--- src/rtl/chip8_sound_timer.sv ---
// chip8_sound_timer
//
// Front end of the CHIP-8 audio path. It holds the sound timer (ST), which the
// CPU loads with FX18 and which counts down at 60 Hz. While ST is non-zero the
// block opens a tone gate and runs a volume envelope (attack/sustain/release)
// for chip8_audio. It also exports the 60 Hz tick that the delay timer shares.
//
// Ports
//   clk_in         system clock; the only clock
//   rst_n_in       asynchronous active-low reset
//   st_load_in     single-cycle strobe that loads ST from st_data_in
//   st_data_in     [7:0] value to load into ST
//   vol_target_in  [2:0] sustain volume
//   st_out         [7:0] registered ST value, for CPU readback
//   tick_60_out    single-cycle pulse every CLK_HZ/TICK_HZ cycles
//   active_out     tone gate, drives chip8_audio active_in
//   env_vol_out    [2:0] envelope volume, drives chip8_audio vol_in
//
// Build option
//   CHIP8_VIP_MIN_BEEP_EN  when defined, a load of 1 stores 0, so the tone is
//                          suppressed (COSMAC VIP behaviour).
//
// Envelope states
//   state   | meaning
//   IDLE    | no tone, env held at 0, waiting for ST != 0
//   ATTACK  | tone on, env rises one per step until it reaches the target
//   SUSTAIN | tone on, env tracks vol_target_in one per step
//   RELEASE | ST expired, tone on while env falls one per step to 0

module chip8_sound_timer #(
    parameter int CLK_HZ          = 100_000_000,
    parameter int TICK_HZ         = 60,
    parameter int ENV_STEP_CYCLES = 65536
) (
    input  logic       clk_in,
    input  logic       rst_n_in,
    input  logic       st_load_in,
    input  logic [7:0] st_data_in,
    input  logic [2:0] vol_target_in,
    output logic [7:0] st_out,
    output logic       tick_60_out,
    output logic       active_out,
    output logic [2:0] env_vol_out
);

    localparam int DIV = CLK_HZ / TICK_HZ;
    localparam int PW  = (DIV > 1) ? $clog2(DIV) : 1;
    localparam int SW  = (ENV_STEP_CYCLES > 1) ? $clog2(ENV_STEP_CYCLES) : 1;

    localparam logic [PW-1:0] PRE_LAST  = PW'(DIV - 1);
    localparam logic [SW-1:0] STEP_LAST = SW'(ENV_STEP_CYCLES - 1);

    typedef enum logic [1:0] {
        IDLE    = 2'd0,
        ATTACK  = 2'd1,
        SUSTAIN = 2'd2,
        RELEASE = 2'd3
    } state_t;

    logic [PW-1:0] pre_q, pre_d;
    logic          tick_q, tick_d;
    logic [7:0]    st_q, st_d;
    logic [7:0]    load_val;
    state_t        state_q, state_d;
    logic [2:0]    env_q, env_d;
    logic [SW-1:0] step_cnt_q, step_cnt_d;
    logic          step;

    // Prescaler and ST register

    always_comb begin
        pre_d  = (pre_q == PRE_LAST) ? '0 : pre_q + 1'b1;
        tick_d = (pre_q == PRE_LAST);
    end

`ifdef CHIP8_VIP_MIN_BEEP_EN
    always_comb begin
        load_val = (st_data_in == 8'd1) ? 8'd0 : st_data_in;
    end
`else
    always_comb begin
        load_val = st_data_in;
    end
`endif

    // A load in the same cycle as a tick takes precedence over the decrement.
    always_comb begin
        st_d = st_q;
        if (st_load_in) begin
            st_d = load_val;
        end else if (tick_q && (st_q != 8'd0)) begin
            st_d = st_q - 8'd1;
        end
    end

    always_ff @(posedge clk_in or negedge rst_n_in) begin
        if (!rst_n_in) begin
            pre_q  <= '0;
            tick_q <= 1'b0;
            st_q   <= 8'd0;
        end else begin
            pre_q  <= pre_d;
            tick_q <= tick_d;
            st_q   <= st_d;
        end
    end

    // Envelope FSM: state register

    always_ff @(posedge clk_in or negedge rst_n_in) begin
        if (!rst_n_in) begin
            state_q    <= IDLE;
            env_q      <= 3'd0;
            step_cnt_q <= '0;
        end else begin
            state_q    <= state_d;
            env_q      <= env_d;
            step_cnt_q <= step_cnt_d;
        end
    end

    // Envelope FSM: next state

    assign step = (step_cnt_q == STEP_LAST);

    always_comb begin
        state_d = state_q;
        env_d   = env_q;
        case (state_q)
            IDLE: begin
                env_d = 3'd0;
                if (st_q != 8'd0) state_d = ATTACK;
            end
            ATTACK: begin
                // Expiry wins over reaching the target.
                if (st_q == 8'd0) begin
                    state_d = RELEASE;
                end else if (env_q >= vol_target_in) begin
                    state_d = SUSTAIN;
                end else if (step && (env_q != 3'd7)) begin
                    env_d = env_q + 3'd1;
                end
            end
            SUSTAIN: begin
                if (st_q == 8'd0) begin
                    state_d = RELEASE;
                end else if (step) begin
                    if (env_q < vol_target_in)      env_d = env_q + 3'd1;
                    else if (env_q > vol_target_in) env_d = env_q - 3'd1;
                end
            end
            RELEASE: begin
                // A reload re-attacks from the current level so there is no dip.
                if (st_q != 8'd0) begin
                    state_d = ATTACK;
                end else if (env_q == 3'd0) begin
                    state_d = IDLE;
                end else if (step) begin
                    env_d = env_q - 3'd1;
                end
            end
            default: begin
                state_d = IDLE;
                env_d   = 3'd0;
            end
        endcase

        // Step timing restarts from zero in every newly entered state.
        if (state_d != state_q) begin
            step_cnt_d = '0;
        end else begin
            step_cnt_d = step ? '0 : step_cnt_q + 1'b1;
        end
    end

    // Envelope FSM: outputs

    always_comb begin
        active_out  = (state_q != IDLE);
        env_vol_out = env_q;
        st_out      = st_q;
        tick_60_out = tick_q;
    end

endmodule

--- config.mk ---
export PLATFORM = sky130hd
export DESIGN_NAME = chip8_sound_timer
export DESIGN_NICKNAME = d
export VERILOG_FILES = /design/src/rtl/chip8_sound_timer.sv
export SDC_FILE = /design/constraint.sdc
export NUM_CORES = 1
export LEC_CHECK = 0
export ABC_AREA = 1
export BUFFER_PORTS_ARGS = -buffer_cell sky130_fd_sc_hd__buf_4
export CAP_MARGIN = 20
export CELL_PAD_IN_SITES_DETAIL_PLACEMENT = 0
export CELL_PAD_IN_SITES_GLOBAL_PLACEMENT = 2
export CORE_MARGIN = 3
export CORE_UTILIZATION = 38
export DETAILED_ROUTE_END_ITERATION = 7
export PLACE_DENSITY_LB_ADDON = 0.3
export SLEW_MARGIN = 40
export SYNTH_ARGS = -nofsm -noshare
export SYNTH_HDL_FRONTEND = slang
export SYNTH_SLANG_ARGS = --single-unit
--- constraint.sdc ---
create_clock -name clk_in -period 4.6 [get_ports clk_in]
set_input_delay 0.23 -clock clk_in [delete_from_list [all_inputs] [get_ports clk_in]]
set_output_delay 0.23 -clock clk_in [all_outputs]
set_load 0.01 [all_outputs]
Word level (Yosys, flattened, before mapping). Cells that the tools add are included.

Memory bits (read-only): 0. Logic and storage cells: 62. Register bits: 51. RAM bits: 0. Latch bits: 0. Memories kept: 0.

Shift operators: 0. Multiplexer cells: 23. Bitwise gates (word level): 0. $lt $le $gt $ge: 3. Divide/modulo/power cells: 0. Reductions and logical operators: 9. Multiply operators: 0. Eq/ne operators: 16. Add/subtract/negate cells: 5.

Operator list (count): 16-bit two-way mux (2); 3-bit two-way mux (10); 21-bit by 1-bit adder with 21-bit output, second input constant (1); 21-bit equality test, second input constant (1); 21-bit two-way mux (1); 16-bit by 1-bit adder with 16-bit output, second input constant (1); 16-bit equality test, second input constant (1); 8-bit two-way mux (2); 2-bit inequality test, second input constant (8); 2-bit two-way mux (6); 3-bit case mux with 4 select lines (1); 9-bit AND reduction (1); 8-bit zero test (1); 2-bit case mux with 4 select lines (1); 8-bit nonzero test (1); 8-bit by 1-bit subtractor with 8-bit output, second input constant (1); 3-bit inequality test, second input constant (2); 2-bit equality test, second input constant (2); 2-bit nonzero test (2); 3-bit by 1-bit adder with 3-bit output, second input constant (1); 3-bit >= comparator (1); 3-bit > comparator (1); 3-bit zero test (1); 3-bit < comparator (1); other kinds (5) (6).

Depth between registers and ports, before layout.
Word-level depth: 6. Mapped depth: 12.

Least setup slack after synthesis. OpenSTA, ideal clock, no wires.

Kind: reg2reg. Start point: register env_q[2], in the netlist env_vol_out[2]. End point: register step_cnt_q[10]. Setup slack: 2816 ps. Path buffers: 1. Stages on the path, launching flop included: 11. Library setup time: 128 ps. Required time: 4472 ps. Arrival time: 1656 ps. Path through: dfrtp_1 -> ha_1 -> a21oi_2 -> nand3_1 -> nand2_1 -> o21ai_2 -> nand2_1 -> nand3_2 -> nand2_4 -> buf_12 -> nor2_4.

Longest elaborated chain between the ends: 6.

Ends and longest elaborated chain: from (decl) (line 65) `logic [2:0] env_q, env_d;`; from (signal assigned) (line 117) `env_q <= env_d;`; 3-bit >= comparator or 3-bit zero test (tied branches) (line 138, 156); 2-bit two-way mux, on equally long branches (line 138, 156); 2-bit two-way mux, on equally long branches (line 136, 154); 2-bit case mux with 4 select lines (*) (line 129) `case (state_q)`; 2-bit inequality test (*) (line 169) `if (state_d != state_q) begin`; 16-bit two-way mux (*) (line 169); net step_cnt_d[10] (line 66) `logic [SW-1:0] step_cnt_q, step_cnt_d;`; to (signal assigned) (line 118) `step_cnt_q <= step_cnt_d;`; to (decl) (line 66).

The timed path passes the listed nets; every way through them passes the cells marked *. A chain may end at the register's enable or synchronous reset.

Worst setup path after layout.
Start point: register env_q[2], in the netlist env_vol_out[2]. End point: register step_cnt_q[15].

The elaborated chain is that of the path after synthesis.

==> impl_metrics.py <==
metrics = {
    "power": {
        "switching_power_w": 0.0005540,
        "combinationalPowerShare_pct": 39.9,
        "p_sw_share_pct": 41.76,
        "seqPwrFrac_pct": 40.2,
        "clockPowerShare_pct": 19.9,
        "intPower_w": 0.0007727,
        "powerDensity_nw_per_um2": 361.0,
        "p_leak_nw": 1.711,
        "irDropWorstVdd_mv": 0.1690,
        "total_power_w": 0.001327,
    },
    "status": {
        "outcome": "completed",
    },
    "cts": {
        "clk_pin_slew_ns": 0.10,
        "cts_buffers": 5,
        "cts_sinks": 51,
        "htreeDepth": 2,
        "hold_buffers": 1,
        "cts_root_buf": "clkbuf_8",
        "ctsResizeCount": 0,
        "postCtsSetupBuffers": 0,
        "cts_max_path_buffers": 2,
        "cts_tree": "built",
        "clk_latency_ns": 0.30,
    },
    "placed_design": {
        "io_buffers": 26,
        "hpwl_um": 5346,
        "preCtsSetupSlack_ns": 2.641,
        "gp_congestion": 0.7932,
        "dpl_cell_area_sq_um": 3576,
    },
    "sta": {
        "finClkSkew_ns": 0.006180,
        "final_max_slew_viol_count": 0,
        "relSlewSlack_pct": 55.93,
        "fin_tns_setup_ns": 0,
        "worst_pin_slew_ns": 0.6610,
        "finalHoldViolations": 0,
        "fmax_mhz": 506.6,
        "layout_setup_ws_ns": 2.626,
        "finalSetupViolations": 0,
        "finalCriticalPeriod_ns": 1.974,
        "period_share_pct": 42.91,
        "rsz0062_at_grt": "no",
    },
    "synthesis": {
        "synth.distinct_cells": 36,
        "synth_fp_nets": 443,
        "synthCells": 418,
        "synth_area_sq_um": 3279,
        "yosysWarnings": 0,
        "netlist_top_cells_area": "dfrtp_1 (39%), nand2_1 (10%), inv_1 (6.3%), nand3_1 (6.0%), nor2_1 (4.9%)",
        "syn_avg_cell_area_sq_um": 7.845,
        "seq_area_frac_synth_pct": 38.92,
        "synth_largest_area_cell": "dfrtp_1",
        "yosysTopAreaCellShare_pct": 38.92,
        "synth_seq_cells": 51,
    },
    "layout": {
        "final_area_sq_um": 3675,
        "antenna_cells": 0,
        "ff_latch_area_sq_um": 1276,
        "area_growth_pct": 12.06,
        "finalNetCount": 474,
        "multi_input_area_sq_um": 1744,
        "mostFrequentLayoutCells": "nand2_1 (87), inv_1 (55), dfrtp_1 (51)",
        "drive_above_1_share_pct": 18.22,
        "fillCellCount": 876,
        "final_common_cell": "nand2_1",
    },
    "global_route": {
        "first_global_vias": 2687,
        "grt_pass1_wl_um": 12360,
        "grt_usage_pct": 15.18,
        "grt_start_max_net_pins": 52,
        "antenna_found_initial": 0,
        "grt_overflow": 0,
    },
    "detailed_routing": {
        "routed_wirelength_um": 7027,
        "drt_iter0_drc": 96,
        "vias": 2729,
        "drc": 0,
        "drt_first_pass_iters": 4,
        "wl_per_cell_um": 12.66,
        "vias_per_cell": 4.917,
        "detail-route-antenna-nets": 0,
    },
    "floorplanning": {
        "dieHeight_um": 98.90,
        "die_area_sq_um": 9780,
        "coreArea_sq_um": 8299,
        "rows": 33,
        "initial_core_util_pct": 39.51,
        "die_w_um": 98.90,
        "io_pins": 27,
    },
    "worst_setup_path": {
        "cp_max_fo": 16,
        "criticalPathCategory": "flip-flop to flip-flop",
        "start_kind": "flip-flop",
        "worstPathRequired_ns": 4.78,
        "crit_arrival_ns": 2.16,
        "critPathCaptureType": "flip-flop",
    },
    "run": {
        "drv_cap": 0,
    },
    "min_path": {
        "hold_path.class": "input pin to flip-flop",
    },
}
-- cells by family after synthesis --
kind of cell    after synthesis  share of synthesized area (%)
buf+inv                      64                          7.897
fa+ha+maj                    11                          4.197
compound gates               27                          5.151
flops                        51                          38.92
simple gates                244                          38.23
xor+xnor                     21                          5.609
-- Yosys cell counts (all sizes together) --
| cell type | count |
|---|---|
| nand4 | 20 |
| xor2 | 15 |
| nand3 | 42 |
| clkbuf | 1 |
| a21boi | 1 |
| clkinv | 1 |
| o21bai | 1 |
| a31oi | 1 |
| inv | 60 |
| a21oi | 7 |
| nor4 | 3 |
| o22ai | 1 |
| ha | 11 |
| nand3b | 2 |
| dfrtp | 51 |
| a31o | 1 |
| xnor2 | 6 |
| nor2 | 60 |
| nor3 | 17 |
| o211ai | 3 |
| or2 | 4 |
| nand2 | 96 |
| buf | 2 |
| o21ai | 12 |
-- critical path, cell delays in order (launching register included) --
cell,delay (ns)
dfrtp_1,0.47
ha_1,0.35
a21oi_2,0.19
nand3_1,0.11
nand2_1,0.13
o21ai_2,0.08
nand2_1,0.07
nand3_2,0.08
nand2_4,0.29
nor2_1,0.08
-- area by class of cell --
type,count,area share (%)
Multi-Input combinational cell,303,47.46
Clock inverter,3,0.5448
Sequential cell,51,34.73
Clock buffer,5,1.873
Tap cell,105,3.575
Timing Repair Buffer,27,5.584
Inverter,61,6.231
-- power by group through the flow --
stage | Clock (W) | Combinational, W | Sequential, W
after floorplan | 0 | 0.000433 | 0.000541
after global placement | 0 | 0.000539 | 0.000540
after detailed placement | 0 | 0.000537 | 0.000542
after CTS | 0.000281 | 0.000539 | 0.000534
after global routing | 0.000297 | 0.000610 | 0.000543
final | 0.000263 | 0.000529 | 0.000534
-- path summary, 6_finish.rpt --
kind | start | to | slack, ns | cells past startpoint
max in group asynchronous | rst_n_in | pre_q[6] | 3.67 | 2
min in group asynchronous | rst_n_in | env_vol_out[0] | 0.48 | 2
worst max-delay path | env_vol_out[2] | step_cnt_q[15] | 2.63 | 9
worst max register to register | env_vol_out[2] | step_cnt_q[15] | 2.63 | 9
worst min-delay path | st_data_in[3] | st_out[3] | 0.14 | 3
worst min register to register | pre_q[0] | pre_q[0] | 0.54 | 1
-- stage by stage --
stage	cells	hold slack (ns)	util (%)
after floorplan	418	-0.06559	-
after CTS	555	0.1334	44.28
after global placement	546	0.3155	43.09
after global routing	555	0.1389	44.28
final	555	0.1444	44.28
after detailed placement	546	0.3158	43.09
-- state kept, by name, summed over array words and instances (netlist names) --
| name | flops |
|---|---|
| tick_60_out | 1 |
| state_q | 2 |
| st_out | 8 |
| step_cnt_q | 16 |
| pre_q | 21 |
| env_vol_out | 3 |
-- routing by layer --
metal  GRT usage, %  vias up  share of wire (%)
met5              0        -                  0
met1          20.68     1276                 49
met4          3.782        0               0.87
met2          25.15       32                 48
met3          2.477        6                2.6
li1               -     1415                  -
Power figures use the tool's default switching activity.
